$ cat src/rtl/binary_search_unit.sv
// Binary search over a 2**AW x DW block RAM holding ascending data.
// The host loads and reads back the RAM while idle. Each search probe takes two cycles: PROBE issues the read, CMP compares.
module binary_search_unit #(
    parameter int AW = 3,
    parameter int DW = 8
) (
    input  logic          clk,
    input  logic          nrst,
    input  logic          start,
    input  logic          wr,
    input  logic [AW-1:0] addr,
    input  logic [DW-1:0] datain,
    input  logic [DW-1:0] key,
    output logic [DW-1:0] dataout,
    output logic          ready,
    output logic          found,
    output logic [AW-1:0] idx
);

    localparam int N = 1 << AW;
    localparam logic [AW-1:0] MID_MAX = AW'(N - 1);

    typedef enum logic [1:0] {
        IDLE,
        PROBE,
        CMP
    } state_t;

    state_t        state_reg, state_next;
    logic [AW:0]   lo_reg, lo_next;
    logic [AW:0]   hi_reg, hi_next;
    logic [AW-1:0] mid_reg, mid_next;
    logic [AW-1:0] idx_reg, idx_next;
    logic [DW-1:0] key_reg, key_next;
    logic          found_reg, found_next;

    logic [DW-1:0] mem [0:N-1];
    logic [DW-1:0] dataout_reg;
    logic          mem_we;
    logic          mem_re;
    logic [AW-1:0] mem_addr;

    // lo/hi carry one extra bit so lo can reach N without wrapping.
    logic [AW:0]   mid_ext;
    logic [AW:0]   lo_inc;
    logic [AW:0]   hi_dec;

    always_ff @(posedge clk or negedge nrst) begin
        if (!nrst) begin
            state_reg <= IDLE;
            lo_reg    <= '0;
            hi_reg    <= '0;
            mid_reg   <= '0;
            idx_reg   <= '0;
            key_reg   <= '0;
            found_reg <= 1'b0;
        end else begin
            state_reg <= state_next;
            lo_reg    <= lo_next;
            hi_reg    <= hi_next;
            mid_reg   <= mid_next;
            idx_reg   <= idx_next;
            key_reg   <= key_next;
            found_reg <= found_next;
        end
    end

    always_comb begin
        state_next = state_reg;
        lo_next    = lo_reg;
        hi_next    = hi_reg;
        mid_next   = mid_reg;
        idx_next   = idx_reg;
        key_next   = key_reg;
        found_next = found_reg;
        mem_we     = 1'b0;
        mem_re     = 1'b0;
        mem_addr   = addr;
        mid_ext    = {1'b0, mid_reg};
        lo_inc     = mid_ext + 1'b1;
        hi_dec     = mid_ext - 1'b1;

        case (state_reg)
            IDLE: begin
                if (start) begin
                    key_next   = key;
                    lo_next    = '0;
                    hi_next    = (AW + 1)'(N - 1);
                    found_next = 1'b0;
                    idx_next   = '0;
                    state_next = PROBE;
                end else if (wr) begin
                    mem_we = 1'b1;
                end else begin
                    mem_re = 1'b1;
                end
            end

            PROBE: begin
                // The sum of two in-range indices fits in AW+1 bits.
                mid_next   = AW'((lo_reg + hi_reg) >> 1);
                mem_addr   = AW'((lo_reg + hi_reg) >> 1);
                mem_re     = 1'b1;
                state_next = CMP;
            end

            CMP: begin
                if (dataout_reg == key_reg) begin
                    found_next = 1'b1;
                    idx_next   = mid_reg;
                    state_next = IDLE;
                end else if (dataout_reg < key_reg) begin
                    if (mid_reg == MID_MAX) begin
                        state_next = IDLE;
                    end else begin
                        lo_next    = lo_inc;
                        state_next = (lo_inc > hi_reg) ? IDLE : PROBE;
                    end
                end else begin
                    if (mid_reg == '0) begin
                        state_next = IDLE;
                    end else begin
                        hi_next    = hi_dec;
                        state_next = (lo_reg > hi_dec) ? IDLE : PROBE;
                    end
                end
            end

            default: begin
                state_next = IDLE;
            end
        endcase
    end

    // No reset here: contents survive nrst and map onto block RAM.
    always_ff @(posedge clk) begin
        if (mem_we) begin
            mem[addr] <= datain;
        end
        if (mem_re) begin
            dataout_reg <= mem[mem_addr];
        end
    end

    assign dataout = dataout_reg;
    assign ready   = (state_reg == IDLE);
    assign found   = found_reg;
    assign idx     = idx_reg;

endmodule

$ cat config.mk
export PLATFORM = sky130hd
export DESIGN_NAME = binary_search_unit
export DESIGN_NICKNAME = d
export VERILOG_FILES = /design/src/rtl/binary_search_unit.sv
export SDC_FILE = /design/constraint.sdc
export NUM_CORES = 1
export LEC_CHECK = 0
export BUFFER_PORTS_ARGS = -buffer_cell sky130_fd_sc_hd__buf_2
export CORE_UTILIZATION = 55
export DETAILED_ROUTE_END_ITERATION = 8
export GPL_TIMING_DRIVEN = 0
export PLACE_DENSITY = 0.74
export SETUP_SLACK_MARGIN = 0.15
export SLEW_MARGIN = 40
export SYNTH_ARGS = -nofsm -noshare
export SYNTH_HDL_FRONTEND = slang
export SYNTH_SLANG_ARGS = --single-unit
$ cat constraint.sdc
create_clock -name clk -period 3.1 [get_ports clk]
set_clock_uncertainty 0.05 [all_clocks]
set_input_delay 0.62 -clock clk [delete_from_list [all_inputs] [get_ports clk]]
set_output_delay 0.62 -clock clk [all_outputs]
set_load 0.01 [all_outputs]
### After elaboration in Yosys (flattened, before gate mapping)

Memory sizes are Yosys's and may differ from the RTL's. A register that Yosys moved wholly into a read port is not among the register bits.
Index checks and enable logic that the tools add are counted.

| word-level totals | value |
|---|---|
| memory bits (writable) | 64 |
| memories kept | 1 |
| register bits | 25 |
| bits in latches | 0 |
| ROM bits | 0 |
| input bits | 23 |

| cells by class | value |
|---|---|
| $add $sub $neg | 3 |
| reduce and logical (&&, ||, !) cells | 7 |
| mux-type cells | 33 |
| shift-type cells | 0 |
| $lt $le $gt $ge | 3 |
| bitwise operators | 0 |
| equal/unequal tests | 11 |
| divide/modulo/power cells | 0 |
| $mul | 0 |

Memory list:

| memory | depth | width | read ports | clocked after memory_dff | write ports | RTL line | text |
|---|---|---|---|---|---|---|---|
| mem | 8 | 8 | 1 | 1 | 1 | 37 | `logic [DW-1:0] mem [0:N-1];` |

Operator list:

| operator | number |
|---|---|
| $mux 4 | 8 |
| $pmux 4 s2 | 2 |
| $ne 2x2->1 const B | 7 |
| $mux 1 | 13 |
| $reduce_and 5->1 | 2 |
| $mux 3 | 3 |
| $eq 8x8->1 | 1 |
| $gt 4x4->1 | 2 |
| $lt 8x8->1 | 1 |
| $mux 2 | 3 |
| $pmux 2 s3 | 1 |
| $pmux 3 s2 | 1 |
| $add 3x1->4 const B | 1 |
| $add 4x4->4 | 1 |
| $pmux 1 s2 | 2 |
| $sub 3x1->4 const B | 1 |
| $eq 3x3->1 const B | 1 |
| $logic_not 3->1 | 1 |
| $reduce_and 3->1 | 1 |
| $eq 2x1->1 const B | 1 |
| $eq 2x2->1 const B | 1 |
| $logic_not 2->1 | 1 |
| $reduce_and 2->1 | 1 |
| $reduce_bool 2->1 | 1 |

### Logic depth before layout (Yosys ltp)

| depth | value |
|---|---|
| word-level depth | 7 |
| gate-level depth with buffers | 10 |

### Worst setup path before layout

No wires, ideal clock.

| timing | value |
|---|---|
| kind | reg2reg |
| start point | register lo_reg[0] |
| end point | register dataout_reg[6] (netlist: dataout[6]) (read register of mem) (data pin) |
| slack | 831 ps |
| clock period less this slack | 2269 ps |
| cell stages (with the launch flop) | 10 |
| library setup time | 260 ps |
| arrival time | 1959 ps |
| path through | dfrtp_1 -> inv_1 -> nor2_1 -> fa_1 -> nand2_2 -> a21boi_4 -> buf_6 -> mux2i_1 -> mux2i_1 -> mux2_2 |

| on the way | value |
|---|---|
| word-level cells in the longest chain between the ends | 2 |

RTL lines:

| item | RTL line | text |
|---|---|---|
| start, declared | 30 | `logic [AW:0] lo_reg, lo_next;` |
| start signal, assigned | 59 | `lo_reg <= lo_next;` |
| $add 4x4->4 | 102 | `mem_addr = AW'((lo_reg + hi_reg) >> 1);` |
| $mux 3 | 83 | `case (state_reg)` |
| end, declared | 38 | `logic [DW-1:0] dataout_reg;` |

Every way passes these cells.
A chain may end at the register's enable or synchronous reset.

### Worst setup path after layout

Ends and elaborated chain as after synthesis.

==> impl_metrics.toml <==
[power_and_ir_drop]
leakagePower_nw = 2.04
p_total_mw = 4.62
powerDensity_nw_per_um2 = 935
peakVddDrop_uv = 472

[timing]
hold_viol_final = 0
period_needed_ns = 2.59
clock.fmax_mhz = 387
tns_ns = 0
setup_viol = 0
relSlewSlack = 0.432
rsz0062_at_grt = "false"
period_share = 0.834
tightest_slew_ns = 0.849
slew_viol_final = 0

[final_layout]
final-instance-count-excl-fill = 463
antenna_cells = 0
synthToLayoutAreaGrowth_pct = 12.1
largest_reg_flops = 64
layout.nets = 402
nFillCells = 582
drive_gt1_frac = 0.216

[floorplanning]
fp-row-count = 32
core_um2 = 7730
ios = 36
start_util = 0.571
dieWidth_um = 91.6
die-area_um2 = 8380
die_h_um = 91.6

[drt]
ant_nets = 0
vias = 2592
routed_wl_um = 7970
drt_iter0_markers = 90
routedWlPerCell_um = 17.2
post_drt_via_cell_ratio = 5.60
dr.pass1.iters = 4
drc_errors = 0

[yosys]
synth_cell_types = 42
synth_common_cells = "edfxtp_1 (72), mux2i_1 (34), inv_1 (27)"
synth_nets = 354
synth_edf_count = 72
synth.area.top_cells = "edfxtp_1 (49%), dfrtp_1 (14%), mux2i_1 (7.7%)"
synthCells = 308
ys_seq_area_frac = 0.632
async_flop_share = 0.258
yosysMostFrequentCell = "edfxtp_1"
avgSynthCellArea_um2 = 14.3
ys_seq_elements = 97
yosysTopAreaCellShare = 0.490
yosys.area.top_type = "edfxtp_1"
synth-warning-count = 0
synth-main-ff-cell = "edfxtp_1"
netlist_area_um2 = 4410

[setup_path]
worstSetupEndpointType = "flip-flop"
crit_top_cell = "mux2i_1"
r2r-start = "lo_reg[0]"
path_max_fanout = 10
cp-startpoint = "lo_reg[0]"
path_buf_inv = 2
critical_path.top_delay_family = "multiplexers"
slowest_stage = "fa_1"
crit_chain = "inv_1, nor2_1, fa_1, nand2_2, a21boi_4, buf_6, mux2i_1, mux2i_1, mux2_2"
critical-path-max-stage-delay_ns = 0.44
cp.arrival_ns = 2.67
worst_ep_required_time_ns = 3.18
worst_setup_path_start_kind = "flip-flop"
critPathKind = "reg2reg"

[placed_design]
dp_cells = 447
io_buffers = 35
routabilityCongestion = 0.849
dp_hpwl_um = 5670

[clocking]
postCtsResizedCells = 0
cts-root-buf = "clkbuf_8"
cts_tree = "built"
cts.sinks = 97
cts_setup_buffers = 0
clk_path_buf_depth = 2
clock_latency_ns = 0.37
numCtsBuffers = 9
clk_pin_slew_worst_paths_ns = 0.10
cts_max_level = 3
postCtsHoldBufs = 0

[min_path]
hold_class = "in2async"

[outcome]
status = "completed"

[global_route]
grt_antenna_before_repair = 0
grt_pass1_wl_um = 13100
grt_usage = 0.214
grt_pass1_vias = 2654
grt.overflow.total = 0
grt_start_max_net_pins = 26

[job]
drv_cap = 0
==> area by class of cell <==
type | count | area (µm²) | share of cell area
buffer | 7 | 52.6 | 0.0106
timing repair buffer | 37 | 190 | 0.0385
clock inverter | 7 | 71.3 | 0.0144
inverter | 28 | 105 | 0.0213
clock buffer | 9 | 124 | 0.0251
sequential | 97 | 2790 | 0.564
tap | 102 | 128 | 0.0258
multi-input combinational | 176 | 1490 | 0.301
==> placed cells by master, fill, tap and decap left out, types with 9 or more instances in the layout <==
cell / count
mux2i_1: 34
o21ai_0: 13
nand2_1: 15
buf_2: 35
clkbuf_8: 9
nor2_1: 13
inv_1: 27
dfrtp_1: 25
ha_1: 22
edfxtp_1: 72
a21oi_1: 10
==> power breakdown <==
| part | internal (mW) | switching (mW) | leakage, nW | total (mW) |
|---|---|---|---|---|
| clock | 0.316 | 0.476 | 0.0983 | 0.792 |
| sequential | 1.64 | 0.152 | 0.962 | 1.80 |
| combinational | 0.927 | 1.11 | 0.982 | 2.04 |
==> through the flow <==
| stage | cell area, µm² | utilization | setup slack [ns] | hold slack (ns) |
|---|---|---|---|---|
| 3_3_place_gp | 4710 | 0.610 | 0.0696 | 0.450 |
| 6_report | 4940 | 0.640 | 0.513 | 0.183 |
| 3_5_place_dp | 4750 | 0.614 | 0.534 | 0.460 |
| 2_1_floorplan | 4410 | - | 0.831 | 0.274 |
| 4_1_cts | 4940 | 0.640 | 0.519 | 0.191 |
| 5_1_grt | 4940 | 0.640 | 0.395 | 0.212 |
==> path summary, 6_finish.rpt <==
check	to	slack (ns)	cells past startpoint
worst max register to register	dataout[6]	0.51	9
max in group asynchronous	hi_reg[0]	2.44	1
min in group clk	key_reg[6]	0.40	3
worst max-delay path	dataout[6]	0.51	9
worst min register to register	key_reg[0]	0.48	1
worst min-delay path	key_reg[5]	0.18	1
==> cells by family (layout without fill, tap and decap cells) <==
logic type                 after synthesis  after routing  synth area share
buffers and inverters                   35             88            0.0357
DFF                                     97             97             0.632
AOI/OAI and AO/OA                       49             49            0.0772
adders and majority gates               23             23            0.0669
xor gates and xnor gates                 3              3           0.00596
muxes                                   43             43             0.118
and+or+nand+nor                         58             58            0.0641
==> layer usage <==
layer,track usage,vias up,part of all wire
li1,-,1235,-
met1,0.257,1273,0.42
met2,0.366,71,0.51
met3,0.0561,13,0.051
met4,0.0833,0,0.016
met5,0,-,0
(Power assumes the default switching activity.)
